--- src/rtl/rob_commit_unit.sv ---
// Reorder buffer: hands out rename tags, collects CDB results, retires in program order, flushes on mispredict.
// Optional same-cycle CDB bypass for operand resolution and head commit: define ROB_BYPASS_EN.
module rob_commit_unit #(
    parameter int ROB_ID_WIDTH = 3,
    parameter int VAL_WIDTH    = 32,
    parameter int REG_WIDTH    = 5
) (
    input  logic                  clk,
    input  logic                  rst_in,
    input  logic                  rdy_in,
    input  logic                  issue_en,
    input  logic [REG_WIDTH-1:0]  issue_rd,
    input  logic                  issue_is_br,
    output logic [ROB_ID_WIDTH:0] rob_tag,
    output logic                  rob_full,
    input  logic                  cdb_en,
    input  logic [ROB_ID_WIDTH:0] cdb_lab,
    input  logic [VAL_WIDTH-1:0]  cdb_val,
    input  logic                  cdb_mispredict,
    input  logic [VAL_WIDTH-1:0]  cdb_target,
    input  logic [ROB_ID_WIDTH:0] rf_lab1,
    input  logic [ROB_ID_WIDTH:0] rf_lab2,
    input  logic [VAL_WIDTH-1:0]  rf_val1,
    input  logic [VAL_WIDTH-1:0]  rf_val2,
    output logic [ROB_ID_WIDTH:0] opr_lab1,
    output logic [ROB_ID_WIDTH:0] opr_lab2,
    output logic [VAL_WIDTH-1:0]  opr_val1,
    output logic [VAL_WIDTH-1:0]  opr_val2,
    output logic                  commit_en,
    output logic [REG_WIDTH-1:0]  commit_rd,
    output logic [VAL_WIDTH-1:0]  commit_res,
    output logic [ROB_ID_WIDTH:0] commit_lab,
    output logic                  flush,
    output logic [VAL_WIDTH-1:0]  flush_pc,
    output logic                  dbg_state_o,
    output logic [ROB_ID_WIDTH:0] dbg_count_o
);

    localparam int DEPTH = 1 << ROB_ID_WIDTH;

    typedef logic [ROB_ID_WIDTH-1:0] idx_t;
    typedef logic [ROB_ID_WIDTH:0]   tag_t;
    typedef logic [VAL_WIDTH-1:0]    val_t;

    localparam idx_t IDX_ONE  = idx_t'(1);
    localparam tag_t TAG_ONE  = tag_t'(1);
    localparam tag_t TAG_ZERO = tag_t'(0);
    localparam tag_t CNT_FULL = {1'b1, {ROB_ID_WIDTH{1'b0}}};

    typedef enum logic {
        ST_RUN   = 1'b0,
        ST_FLUSH = 1'b1
    } state_e;

    state_e state_q;
    idx_t   head_q, head_d;
    idx_t   tail_q, tail_d;
    tag_t   count_q, count_d;

    logic                 busy_q  [DEPTH];
    logic                 ready_q [DEPTH];
    logic [REG_WIDTH-1:0] rd_q    [DEPTH];
    val_t                 val_q   [DEPTH];
    logic                 is_br_q [DEPTH];
    logic                 misp_q  [DEPTH];
    val_t                 tgt_q   [DEPTH];

    logic                 commit_en_q;
    logic [REG_WIDTH-1:0] commit_rd_q;
    val_t                 commit_res_q;
    tag_t                 commit_lab_q;
    logic                 flush_q;
    val_t                 flush_pc_q;

    logic run_w, issue_go, cdb_go, commit_go, head_cdb, head_rdy, head_flush;
    logic head_misp;
    idx_t cdb_idx;
    tag_t head_tag;
    val_t head_val, head_tgt;

    function automatic idx_t tag2idx(input tag_t t);
        return idx_t'(t - TAG_ONE);
    endfunction

    // Acceptance rules: an issue is taken when issue_en && !rob_full in RUN with rdy_in high;
    // rob_full reflects only the current count, so a same-cycle commit never frees a slot for issue.
    // A CDB write lands only on a busy entry; a commit fires when the head entry is ready.
    assign run_w    = rdy_in && (state_q == ST_RUN);
    assign rob_full = (count_q == CNT_FULL);
    assign rob_tag  = tag_t'({1'b0, tail_q}) + TAG_ONE;
    assign issue_go = run_w && issue_en && !rob_full;
    assign cdb_idx  = tag2idx(cdb_lab);
    assign cdb_go   = run_w && cdb_en && (cdb_lab != TAG_ZERO) && busy_q[cdb_idx];
    assign head_tag = tag_t'({1'b0, head_q}) + TAG_ONE;

`ifdef ROB_BYPASS_EN
    assign head_cdb = cdb_go && (cdb_lab == head_tag);
`else
    assign head_cdb = 1'b0;
`endif

    assign head_rdy   = ready_q[head_q] || head_cdb;
    assign commit_go  = run_w && (count_q != TAG_ZERO) && head_rdy;
    assign head_flush = commit_go && is_br_q[head_q] && head_misp;

    // A head made ready only by the same-cycle CDB takes its payload straight from the bus.
    always_comb begin
        head_val  = val_q[head_q];
        head_misp = misp_q[head_q];
        head_tgt  = tgt_q[head_q];
        if (!ready_q[head_q]) begin
            head_val  = cdb_val;
            head_misp = cdb_mispredict;
            head_tgt  = cdb_target;
        end
    end

    function automatic logic [ROB_ID_WIDTH+VAL_WIDTH:0] resolve(input tag_t lab, input val_t val);
        logic [ROB_ID_WIDTH+VAL_WIDTH:0] r;
        r = {lab, val};
        if (lab != TAG_ZERO && ready_q[tag2idx(lab)]) begin
            r = {TAG_ZERO, val_q[tag2idx(lab)]};
        end
`ifdef ROB_BYPASS_EN
        if (lab != TAG_ZERO && cdb_en && cdb_lab == lab) begin
            r = {TAG_ZERO, cdb_val};
        end
`endif
        return r;
    endfunction

    assign {opr_lab1, opr_val1} = resolve(rf_lab1, rf_val1);
    assign {opr_lab2, opr_val2} = resolve(rf_lab2, rf_val2);

    always_comb begin
        head_d  = head_q;
        tail_d  = tail_q;
        count_d = count_q;
        if (rdy_in && state_q == ST_FLUSH) begin
            head_d  = '0;
            tail_d  = '0;
            count_d = '0;
        end else begin
            if (issue_go) begin
                tail_d = tail_q + IDX_ONE;
            end
            if (commit_go) begin
                head_d = head_q + IDX_ONE;
            end
            if (issue_go && !commit_go) begin
                count_d = count_q + TAG_ONE;
            end else if (!issue_go && commit_go) begin
                count_d = count_q - TAG_ONE;
            end
        end
    end

    // Entry storage; the commit free is written last so it wins over a same-cycle CDB write to head.
    always_ff @(posedge clk) begin
        if (rst_in) begin
            for (int i = 0; i < DEPTH; i++) begin
                busy_q[i]  <= 1'b0;
                ready_q[i] <= 1'b0;
                misp_q[i]  <= 1'b0;
            end
        end else if (rdy_in) begin
            if (state_q == ST_FLUSH) begin
                for (int i = 0; i < DEPTH; i++) begin
                    busy_q[i]  <= 1'b0;
                    ready_q[i] <= 1'b0;
                end
            end else begin
                if (issue_go) begin
                    busy_q[tail_q]  <= 1'b1;
                    ready_q[tail_q] <= 1'b0;
                    rd_q[tail_q]    <= issue_rd;
                    is_br_q[tail_q] <= issue_is_br;
                    misp_q[tail_q]  <= 1'b0;
                end
                if (cdb_go) begin
                    ready_q[cdb_idx] <= 1'b1;
                    val_q[cdb_idx]   <= cdb_val;
                    misp_q[cdb_idx]  <= cdb_mispredict;
                    tgt_q[cdb_idx]   <= cdb_target;
                end
                if (commit_go) begin
                    busy_q[head_q]  <= 1'b0;
                    ready_q[head_q] <= 1'b0;
                end
            end
        end
    end

    always_ff @(posedge clk) begin
        if (rst_in) begin
            state_q      <= ST_RUN;
            head_q       <= '0;
            tail_q       <= '0;
            count_q      <= '0;
            commit_en_q  <= 1'b0;
            commit_rd_q  <= '0;
            commit_res_q <= '0;
            commit_lab_q <= '0;
            flush_q      <= 1'b0;
            flush_pc_q   <= '0;
        end else begin
            head_q      <= head_d;
            tail_q      <= tail_d;
            count_q     <= count_d;
            commit_en_q <= 1'b0;
            flush_q     <= 1'b0;
            if (rdy_in) begin
                case (state_q)
                    ST_RUN: begin
                        commit_en_q <= commit_go;
                        if (commit_go) begin
                            commit_rd_q  <= rd_q[head_q];
                            commit_res_q <= head_val;
                            commit_lab_q <= head_tag;
                            if (head_flush) begin
                                flush_pc_q <= head_tgt;
                                state_q    <= ST_FLUSH;
                            end
                        end
                    end
                    ST_FLUSH: begin
                        flush_q <= 1'b1;
                        state_q <= ST_RUN;
                    end
                    default: state_q <= ST_RUN;
                endcase
            end
        end
    end

    assign commit_en   = commit_en_q;
    assign commit_rd   = commit_rd_q;
    assign commit_res  = commit_res_q;
    assign commit_lab  = commit_lab_q;
    assign flush       = flush_q;
    assign flush_pc    = flush_pc_q;
    assign dbg_state_o = state_q;
    assign dbg_count_o = count_q;

endmodule

--- config.mk ---
export PLATFORM = sky130hd
export DESIGN_NAME = rob_commit_unit
export DESIGN_NICKNAME = d
export VERILOG_FILES = /design/src/rtl/rob_commit_unit.sv
export SDC_FILE = /design/constraint.sdc
export NUM_CORES = 1
export LEC_CHECK = 0
export CAP_MARGIN = 30
export CELL_PAD_IN_SITES_DETAIL_PLACEMENT = 0
export CELL_PAD_IN_SITES_GLOBAL_PLACEMENT = 1
export CORE_MARGIN = 5
export CORE_UTILIZATION = 44
export CTS_CLUSTER_DIAMETER = 30
export DETAILED_ROUTE_END_ITERATION = 16
export GPL_TIMING_DRIVEN = 0
export PLACE_DENSITY = 0.87
export RECOVER_POWER = 50
export SYNTH_ARGS = -nofsm -noshare
export SYNTH_HDL_FRONTEND = slang
export SYNTH_SLANG_ARGS = --single-unit
--- constraint.sdc ---
create_clock -name clk -period 6.7 [get_ports clk]
set_clock_uncertainty 0.2 [all_clocks]
set_input_delay 1.675 -clock clk [delete_from_list [all_inputs] [get_ports clk]]
set_output_delay 1.675 -clock clk [all_outputs]
set_load 0.05 [all_outputs]
# == Word level (Yosys, flattened, before mapping) ==
# Memories as Yosys holds them, arrays and structs flattened. A register that Yosys moved wholly into a read port is not among the register bits.
# Cells that the tools add are included.
# word_totals
romBits,0
inputBits,152
ram_bits,584
latchBits,0
n_memories,7
word_cells,148
regBits,17
# memory_table
name,words,word_bits,read_ports,rd_ports_with_merged_regs,wr,line,source
tgt_q,8,32,1,1,1,66,val_t tgt_q [DEPTH];
val_q,8,32,3,1,1,63,val_t val_q [DEPTH];
rd_q,8,5,1,1,1,62,logic [REG_WIDTH-1:0] rd_q [DEPTH];
busy_q,8,1,1,0,8,60,logic busy_q [DEPTH];
is_br_q,8,1,1,1,1,64,logic is_br_q [DEPTH];
misp_q,8,1,1,1,8,65,logic misp_q [DEPTH];
1 more memories,--,--,--,--,--,--,
# op_classes
n_eq_ne,1
muxes,72
reduce_logical,34
magnitude_cmp,0
multipliers,0
div_mod_pow,0
bitwise_logic,18
addsub,9
shifts,0
# op_table
cell,n
$mux 36,2
$mux 1,54
$mux 3,13
$or 1x1->1,16
$reduce_bool 4->1,4
$logic_and 1x1->1,15
$sub 3x1->3 const B,3
$add 3x1->4 const B,2
$mux 4,2
$reduce_or 1->1,7
$add 3x1->3 const B,2
$add 4x1->4 const B,1
$eq 4x4->1 const B,1
$reduce_and 4->1,1
$sub 4x1->4 const B,1
$logic_not 1->1,3
$reduce_and 3->1,1
$reduce_or 3->1,1
$not 1->1,2
$pmux 1 s2,1
$reduce_bool 2->1,1
$reduce_or 2->1,1

# == Longest topological paths before layout ==
# Gate-level depths: netlist of run 1.
# logic_depth
ltp_word,12
depth_mapped,15

# == Worst setup path after synthesis of run 1 ==
# Ideal clock, no wire load.
# synth_timing
path_type,in2reg
from,input port cdb_lab[0]
to,memory tgt_q[1][0] (netlist name) (enable)
path_stages,9
n_path_buf,2
t_arrival_ns,6.149
setup_ns,0.486
path_slack_ns,-0.135
cell_sequence,clkbuf_1 inv_1 ha_1 clkbuf_1 or3b_2 a21oi_1 a211o_1 o21bai_1 nor2_1
# synth_via
elab_chain_len,8
# synth_rtl
item,line,source
"start, declared",17,"input logic [ROB_ID_WIDTH:0] cdb_lab,"
$sub 3x1->3 or $reduce_bool 4->1 (tied branches),"82, 93",
$mem_v2 8x1 or $logic_and 1x1->1 (tied branches),--,
$logic_and 1x1->1,93,assign cdb_go = run_w && cdb_en && (cdb_lab != TAG_ZERO) && busy_q[cdb_idx];
$mux 1,180,if (cdb_go) begin
$mux 1,167,if (state_q == ST_FLUSH) begin
$mux 1,166,end else if (rdy_in) begin
$mux 1,160,if (rst_in) begin
$mux 1 (implied by the code),184,tgt_q[cdb_idx] <= cdb_target;
"end, declared",66,
# Several ways; a longest one is shown, not always the timed one.

# == Final worst setup path of run 1 ==
# layout_timing
from,input port rf_lab2[0]
to,output port opr_val2[26]
# layout_via
elab_chain_len,4
# layout_rtl
item,line,source
"start, declared",22,"input logic [ROB_ID_WIDTH:0] rf_lab2,"
$sub 3x1->3,82,return idx_t'(t - TAG_ONE);
$mem_v2 8x1,--,
$logic_and 1x1->1,121,if (lab != TAG_ZERO && ready_q[tag2idx(lab)]) begin
$mux 36 (*),121,
"end, declared",28,"output logic [VAL_WIDTH-1:0] opr_val2,"
# Every way passes the cells marked *; elsewhere a longest branch is shown, timed or not.

==> flow_metrics.py, run 1 <==
metrics = {
    "setup_path": {
        "crit-reg2reg-capture": "dbg_state_o",
        "worstPathArrival_ns": 4.79,
        "setup.worst_path.start": "rf_lab2[0]",
        "critical_path_start_end_classification": "in2out",
        "reg2regPathDepth": 8,
        "cp_required_ns": 4.83,
        "critical_path_maximum_fanout": 10,
        "critPathLaunchType": "input pin",
        "register_to_register_path_setup_slack_ns": 2.09,
        "endpoint_kind": "output pin",
    },
    "sta": {
        "min_period_ns": 6.669,
        "clock.fmax_mhz": 149.9,
        "tightest_slew_ns": 1.243,
        "timing.final.crit_share_pct": 99.54,
        "hold_viol": 0,
        "finalSetupViolations": 0,
        "slew_headroom_pct": 17.14,
        "slew_viol_final": 0,
        "rsz0062_at_grt": "true",
    },
    "worst_hold_path": {
        "hold_path_class": "reg2reg",
        "hold_path_cell_cnt": 2,
        "holdCritStartpoint": "busy_q[2]",
        "min_to": "busy_q[2]",
    },
    "yosys": {
        "synth-async-reset-ratio_pct": 0,
        "syn-instance-count": 1959,
        "unique_masters_post_synth": 61,
        "count_of_flip_flops_with_a_built_in_enable_after_synthesis": 568,
        "yosys_most_used_dff": "sky130_fd_sc_hd__edfxtp_1",
        "synth.ff_latch_count": 673,
        "cell_area_after_technology_mapping_um2": 30450,
        "mappedNetlistNets": 2122,
        "postSynthAreaPerCell_um2": 15.54,
        "synth-seq-area-share_pct": 62.92,
        "yosys_warnings": 0,
    },
    "floorplan": {
        "rows": 96,
        "die_h_um": 273.1,
        "floorplan.die.width_um": 273.1,
        "die_area_um2": 74560,
        "core_region_area_um2": 68590,
        "start_util_pct": 44.39,
        "io_pins": 309,
    },
    "outcome": {
        "run_status": "finished clean",
    },
    "power_and_ir_drop": {
        "cellPowerDensity_nw_per_um2": 300.4,
        "peakVddDrop_mv": 0.2396,
        "power.leakage_nw": 13.57,
        "p_total_mw": 12.06,
    },
    "routing": {
        "drt_iter0_drc": 3307,
        "final_antenna_net_count": 0,
        "detail_route.first_pass.iterations": 6,
        "dr_total_vias": 22390,
        "drt-total-wl_um": 115500,
        "number_of_design_rule_violations_left_after_detail_routing": 0,
        "drt-wirelength-per-cell_um": 33.11,
        "vias_per_cell": 6.418,
    },
    "cts": {
        "cts_buffers": 133,
        "clock_transition_at_the_register_clock_pins_on_the_worst_setup_and_hold_paths_after_cts_ns": 0.04,
        "clk_latency_ns": 0.73,
        "cts_max_path_buffers": 3,
        "cts_root_buf": "sky130_fd_sc_hd__clkbuf_16",
        "cts_tree": "yes",
        "cts.sink_count": 673,
        "ctsHoldBuffers": 0,
        "h_tree_levels": 4,
    },
    "cells_and_area": {
        "final_nets": 2600,
        "fill_cells": 5150,
        "final_layout_size_suffix_gt1_share_pct": 27.43,
        "area.growth.synth_to_final_pct": 31.79,
        "post-route-util_pct": 58.51,
        "fin_cells": 3489,
    },
    "global_route": {
        "grt_use_total_pct": 30.31,
        "grt_start_max_net_pins": 46,
        "grt_overflow": 0,
        "grt_antenna_before_repair": 28,
        "first_global_vias": 22650,
        "global_route_wire_length_before_repair_um": 161100,
    },
    "job": {
        "max_cap_violations": 0,
    },
    "place": {
        "detailed_placement_wirelength_estimate_um": 78100,
        "numPortBuffers": 306,
        "globalplace.congestion": 0.9620,
        "dpl.cell_count": 3226,
    },
}
## power by group
part	internal, mW	switching [mW]	leakage [nW]	total (mW)
registers	4.55	0.00862	5.96	4.56
logic	0.301	0.451	5.39	0.752
clock network	4.42	2.32	2.21	6.74
## per-layer routing
metal	track usage, %	vias up	wire, um
li1	-	8972	-
met1	37.49	11030	40570
met2	47.49	1917	53280
met3	10.70	441	15280
met4	15.27	32	6142
met5	0.6579	-	256
## worst max path at each step
stage | endpoint | slack [ns] | cells past startpoint
after floorplan | tgt_q[1][0] | -0.14 | 9
after global placement | tgt_q[3][4] | -4.28 | 10
after detailed placement | opr_val2[26] | -2.44 | 13
after CTS | opr_val2[20] | 0.07 | 12
after global routing | opr_val2[26] | -0.01 | 12
final | opr_val2[26] | 0.03 | 12
## synthesized netlist by cell type, types with 14 or more instances
cell,number,area [um2]
sky130_fd_sc_hd__mux2_2,50,563.0
sky130_fd_sc_hd__a22oi_1,27,202.7
sky130_fd_sc_hd__a221oi_1,30,262.8
sky130_fd_sc_hd__a31oi_1,31,193.9
sky130_fd_sc_hd__nor2b_1,14,87.58
sky130_fd_sc_hd__nand3_1,38,190.2
sky130_fd_sc_hd__a221o_1,20,200.2
sky130_fd_sc_hd__edfxtp_1,568,17060
sky130_fd_sc_hd__nor3_1,19,95.09
sky130_fd_sc_hd__nor2_1,150,563.0
sky130_fd_sc_hd__a211oi_2,26,325.3
sky130_fd_sc_hd__clkbuf_1,77,289.0
sky130_fd_sc_hd__inv_1,29,108.9
sky130_fd_sc_hd__a211oi_1,28,210.2
sky130_fd_sc_hd__mux4_2,184,4144
sky130_fd_sc_hd__buf_2,71,355.3
sky130_fd_sc_hd__nand2_1,63,236.5
sky130_fd_sc_hd__a21oi_1,123,615.6
sky130_fd_sc_hd__mux2i_1,116,1161
sky130_fd_sc_hd__o21ai_0,34,170.2
sky130_fd_sc_hd__dfxtp_1,105,2102
## worst max-delay path, stage by stage
cell,delay (ns)
sky130_fd_sc_hd__clkbuf_2,0.17
sky130_fd_sc_hd__buf_6,0.22
sky130_fd_sc_hd__buf_6,0.26
sky130_fd_sc_hd__inv_1,0.12
sky130_fd_sc_hd__ha_1,0.39
sky130_fd_sc_hd__mux4_2,0.36
sky130_fd_sc_hd__mux2i_2,0.34
sky130_fd_sc_hd__a21oi_2,0.11
sky130_fd_sc_hd__buf_6,0.20
sky130_fd_sc_hd__buf_2,0.28
sky130_fd_sc_hd__a21oi_2,0.36
sky130_fd_sc_hd__buf_4,0.27
## state kept, by name, indices dropped and copies added, names as in the netlist, 8 cells and up, named ones only
signal and count:
tgt_q 256, val_q 256, is_br_q 8, flush_pc 32
ready_q 8, rd_q 40, commit_res 32, misp_q 8
busy_q 8
## cell type report
type                            count  area, um2  area share, %
Sequential cell                   673      19160          47.74
Multi-Input combinational cell   1095      10490          26.15
Timing Repair Buffer              343       3679          9.167
Clock buffer                      163       3575          8.908
Tap cell                          931       1165          2.903
Clock inverter                     83       1036          2.582
Buffer                            162      873.3          2.176
Inverter                           29      123.9         0.3087
Antenna cell                       10      25.02        0.06236
## cells in the final DEF (no fill, tap or decap), drive strengths merged, types with 8 or more instances in the layout
| master | Yosys | layout |
|---|---|---|
| a211oi | 54 | 54 |
| a21oi | 123 | 123 |
| a221o | 20 | 20 |
| a221oi | 30 | 30 |
| a222oi | 12 | 12 |
| a22oi | 27 | 27 |
| a31oi | 31 | 31 |
| and3 | 13 | 13 |
| buf | 85 | 124 |
| bufinv | 0 | 15 |
| clkbuf | 77 | 256 |
| clkdlybuf4s15 | 0 | 48 |
| clkdlybuf4s50 | 0 | 166 |
| clkinv | 0 | 38 |
| clkinvlp | 0 | 14 |
| dfxtp | 105 | 105 |
| diode | 0 | 10 |
| dlygate4sd3 | 0 | 72 |
| edfxtp | 568 | 568 |
| ha | 10 | 10 |
| inv | 29 | 45 |
| mux2 | 50 | 50 |
| mux2i | 116 | 116 |
| mux4 | 184 | 184 |
| nand2 | 63 | 63 |
| nand3 | 38 | 38 |
| nor2 | 150 | 150 |
| nor2b | 14 | 14 |
| nor3 | 19 | 19 |
| nor4 | 8 | 8 |
| o211ai | 9 | 9 |
| o21ai | 34 | 34 |
| o221a | 8 | 8 |
| o22ai | 8 | 8 |
## timing repair
action / in CTS / in global routing
setup endpoints to repair: 72 / 26
gates resized for setup: 284 / 33
buffers inserted: 2 / 0
## kinds of logic after synthesis
kind of cell | Yosys count | synth area share (%)
compound gates | 392 | 9.263
fa+ha+maj | 11 | 0.4767
simple gates | 330 | 4.874
mux | 350 | 19.27
xor+xnor | 12 | 0.3945
flops | 673 | 62.92
buf+inv | 191 | 2.794
## stage by stage
step,hold WS [ns],setup TNS [ns],area [um2],setup slack (ns)
floorplan,0.2302,-16.60,30450,-0.1354
global placement,0.2467,-1042.15,34670,-4.285
detailed placement,0.2492,-112.91,35270,-2.444
CTS,0.2548,0,40190,0.06511
global route,0.2786,-0.01569,40110,-0.01241
finish,0.2514,0,40130,0.03088
Power figures use the tool's default switching activity.
==> run 2, diff against run 1 <==
--- a/config.mk
+++ b/config.mk
@@ -9,11 +9,11 @@
 export CELL_PAD_IN_SITES_DETAIL_PLACEMENT = 0
 export CELL_PAD_IN_SITES_GLOBAL_PLACEMENT = 1
 export CORE_MARGIN = 5
-export CORE_UTILIZATION = 44
+export CORE_UTILIZATION = 52
 export CTS_CLUSTER_DIAMETER = 30
 export DETAILED_ROUTE_END_ITERATION = 16
 export GPL_TIMING_DRIVEN = 0
-export PLACE_DENSITY = 0.87
+export PLACE_DENSITY = 0.95
 export RECOVER_POWER = 50
 export SYNTH_ARGS = -nofsm -noshare
 export SYNTH_HDL_FRONTEND = slang
==> constraint.sdc (replaced) <==
create_clock -name clk -period 8.5 [get_ports clk]
set_clock_uncertainty 0.2 [all_clocks]
set_input_delay 2.125 -clock clk [delete_from_list [all_inputs] [get_ports clk]]
set_output_delay 2.125 -clock clk [all_outputs]
set_load 0.05 [all_outputs]
==> run 2 against run 1 <==
Net effect:
- sequential power down 21%
- combinational power down 24%
- critical endpoint is now opr_val2[29]
- largest power group unchanged
- power down 22%
==> flow_metrics.py, run 2 (synthesis gave the netlist of run 1 again) <==
metrics = {
    "cts": {
        "cts_max_path_buffers": 3,
        "cts.sink_count": 673,
        "ctsResizeCount": 74,
        "ctsHoldBuffers": 0,
        "post-cts-setup-buffers": 0,
        "clock_transition_at_the_register_clock_pins_on_the_worst_setup_and_hold_paths_after_cts_ns": 0.04,
        "cts_buffers": 131,
        "cts_root_buf": "sky130_fd_sc_hd__clkbuf_16",
        "clk_latency_ns": 0.72,
        "h_tree_levels": 4,
        "cts_tree": "yes",
    },
    "global_route": {
        "grt_start_max_net_pins": 49,
        "first_global_vias": 23040,
        "global_route_wire_length_before_repair_um": 158800,
        "grt_antenna_before_repair": 20,
        "grt_overflow": 0,
        "grt_use_total_pct": 34.90,
    },
    "setup_path": {
        "crit-reg2reg-capture": "dbg_state_o",
        "timing.critical_path.max_delay_family": "buffers and inverters",
        "crit_path_top_delay_cell": "sky130_fd_sc_hd__dlygate4sd2_1",
        "crit_path_cell_trace": "clkbuf_1, clkbuf_4, buf_4, inv_1, ha_1, xor2_4, mux2i_1, a21oi_1, buf_6, buf_4, nor2_1, a21oi_1, dlygate4sd2_1",
        "endpoint_kind": "output pin",
        "worst_path_largest_cell_delay_ns": 0.55,
        "cp_num_buf_inv": 7,
        "reg2regPathDepth": 8,
        "worstPathArrival_ns": 6.14,
        "cp_required_ns": 6.18,
        "critPathLaunchType": "input pin",
        "critical_path_start_end_classification": "in2out",
        "critical_path_maximum_fanout": 10,
        "register_to_register_path_setup_slack_ns": 3.82,
    },
    "sta": {
        "tightest_slew_ns": 1.241,
        "fin_tns_setup_ns": 0,
        "final_critical_path_setup_slack_ns": 0.03042,
        "slew_headroom_pct": 17.27,
        "finalSetupViolations": 0,
        "min_period_ns": 8.470,
        "timing.final.crit_share_pct": 99.64,
        "hold_viol": 0,
        "slew_viol_final": 0,
        "clock.fmax_mhz": 118.1,
    },
    "cells_and_area": {
        "final_layout_size_suffix_gt1_share_pct": 23.57,
        "post-route-util_pct": 68.36,
        "commonest_non_fill_non_tap_cell_in_the_layout": "sky130_fd_sc_hd__edfxtp_1",
        "top_regs": "tgt_q x256, val_q x256, rd_q x40",
        "fill_cells": 3747,
        "mostFrequentLayoutCells": "sky130_fd_sc_hd__edfxtp_1, sky130_fd_sc_hd__mux4_2, sky130_fd_sc_hd__clkdlybuf4s50_1, sky130_fd_sc_hd__nor2_1, sky130_fd_sc_hd__clkbuf_16",
        "fin_cells": 3317,
        "area.growth.synth_to_final_pct": 29.79,
        "final_nets": 2591,
    },
    "routing": {
        "detail_route.first_pass.iterations": 6,
        "drt-total-wl_um": 114300,
        "dr_total_vias": 23070,
        "number_of_design_rule_violations_left_after_detail_routing": 0,
        "drt_iter0_drc": 4052,
        "vias_per_cell": 6.954,
        "drt-wirelength-per-cell_um": 34.46,
        "final_antenna_net_count": 0,
    },
    "job": {
        "max_cap_violations": 0,
    },
    "power_and_ir_drop": {
        "cellPowerDensity_nw_per_um2": 239.0,
        "part_of_the_power_in_the_clock_network_pct": 55.8,
        "switching_share_pct": 22.88,
        "power_frac_comb_pct": 6.1,
        "net_switching_power_mw": 2.161,
        "power.leakage_nw": 13.65,
        "internal_power_mw": 7.283,
        "peakVddDrop_mv": 0.1959,
        "p_total_mw": 9.444,
        "pwr-share-seq_pct": 38.1,
    },
    "floorplan": {
        "start_util_pct": 52.67,
        "die_h_um": 252.0,
        "rows": 88,
        "die_area_um2": 63490,
        "floorplan.die.width_um": 252.0,
        "core_region_area_um2": 57810,
        "io_pins": 309,
    },
    "place": {
        "detailed_placement_wirelength_estimate_um": 73470,
        "numPortBuffers": 306,
        "globalplace.congestion": 0.9876,
        "dpl_worst_slack_ns": -0.9740,
        "dpl.cell_count": 3052,
    },
    "worst_hold_path": {
        "min_to": "commit_lab[3]",
        "hold_path_class": "reg2reg",
        "hold_path_cell_cnt": 2,
        "holdCritStartpoint": "commit_lab[3]",
    },
    "outcome": {
        "run_status": "finished clean",
    },
}
==> run 2: worst max-delay path by stage <==
stage / from / end / slack [ns] / cells after the start
2_1_floorplan: rf_lab1[0] / opr_val1[10] / 1.09 / 10
3_3_place_gp: cdb_lab[0] / tgt_q[1][31] / -3.00 / 10
3_5_place_dp: rf_lab2[0] / opr_val2[29] / -0.97 / 13
4_1_cts: rf_lab1[0] / opr_val1[0] / 0.004 / 12
5_1_grt: rf_lab1[0] / opr_val1[21] / -0.02 / 12
6_report: rf_lab2[0] / opr_val2[29] / 0.03 / 13
==> run 2: power groups by stage <==
stage / sequential [mW] / clock (mW) / combinational [mW]
4_1_cts: 3.60 / 5.25 / 0.565
6_report: 3.60 / 5.27 / 0.575
3_5_place_dp: 3.66 / 0 / 0.566
2_1_floorplan: 3.67 / 0 / 0.305
3_3_place_gp: 3.66 / 0 / 0.552
5_1_grt: 3.59 / 5.44 / 0.592
==> run 2: worst min-delay path, stage by stage, from the launching register on <==
cell                      delay [ns]
sky130_fd_sc_hd__dfxtp_1        0.30
sky130_fd_sc_hd__nand2_1        0.05
sky130_fd_sc_hd__a21oi_1        0.05
==> run 2: stage by stage <==
step                area [um2]  hold WS, ns
CTS                      39430       0.2615
floorplan                30450       0.2302
detailed placement       34910       0.2546
finish                   39520       0.2569
global route             39490       0.2729
global placement         34470       0.2490
==> run 2: final cells by class <==
type,count,area (um2),area share [%]
inverter,29,123.9,0.3135
clock buffer,158,3535,8.945
clock inverter,84,984.7,2.492
sequential,673,19160,48.48
antenna,15,37.54,0.09499
multi-input combinational,1095,10400,26.32
timing repair buffer,336,3573,9.043
tap,765,957.2,2.422
buffer,162,747.0,1.890
==> run 2: metal layers <==
metal  up-vias  wire length (um)  part of all wire (%)  global-route usage (%)
li1       8969                 -                     -                       -
met1     11260             37480                    33                   42.77
met2      2266             51880                    45                   52.31
met3       555             16790                    15                   12.95
met4        14              8080                   7.1                   22.86
met5         -                67                 0.059                       0
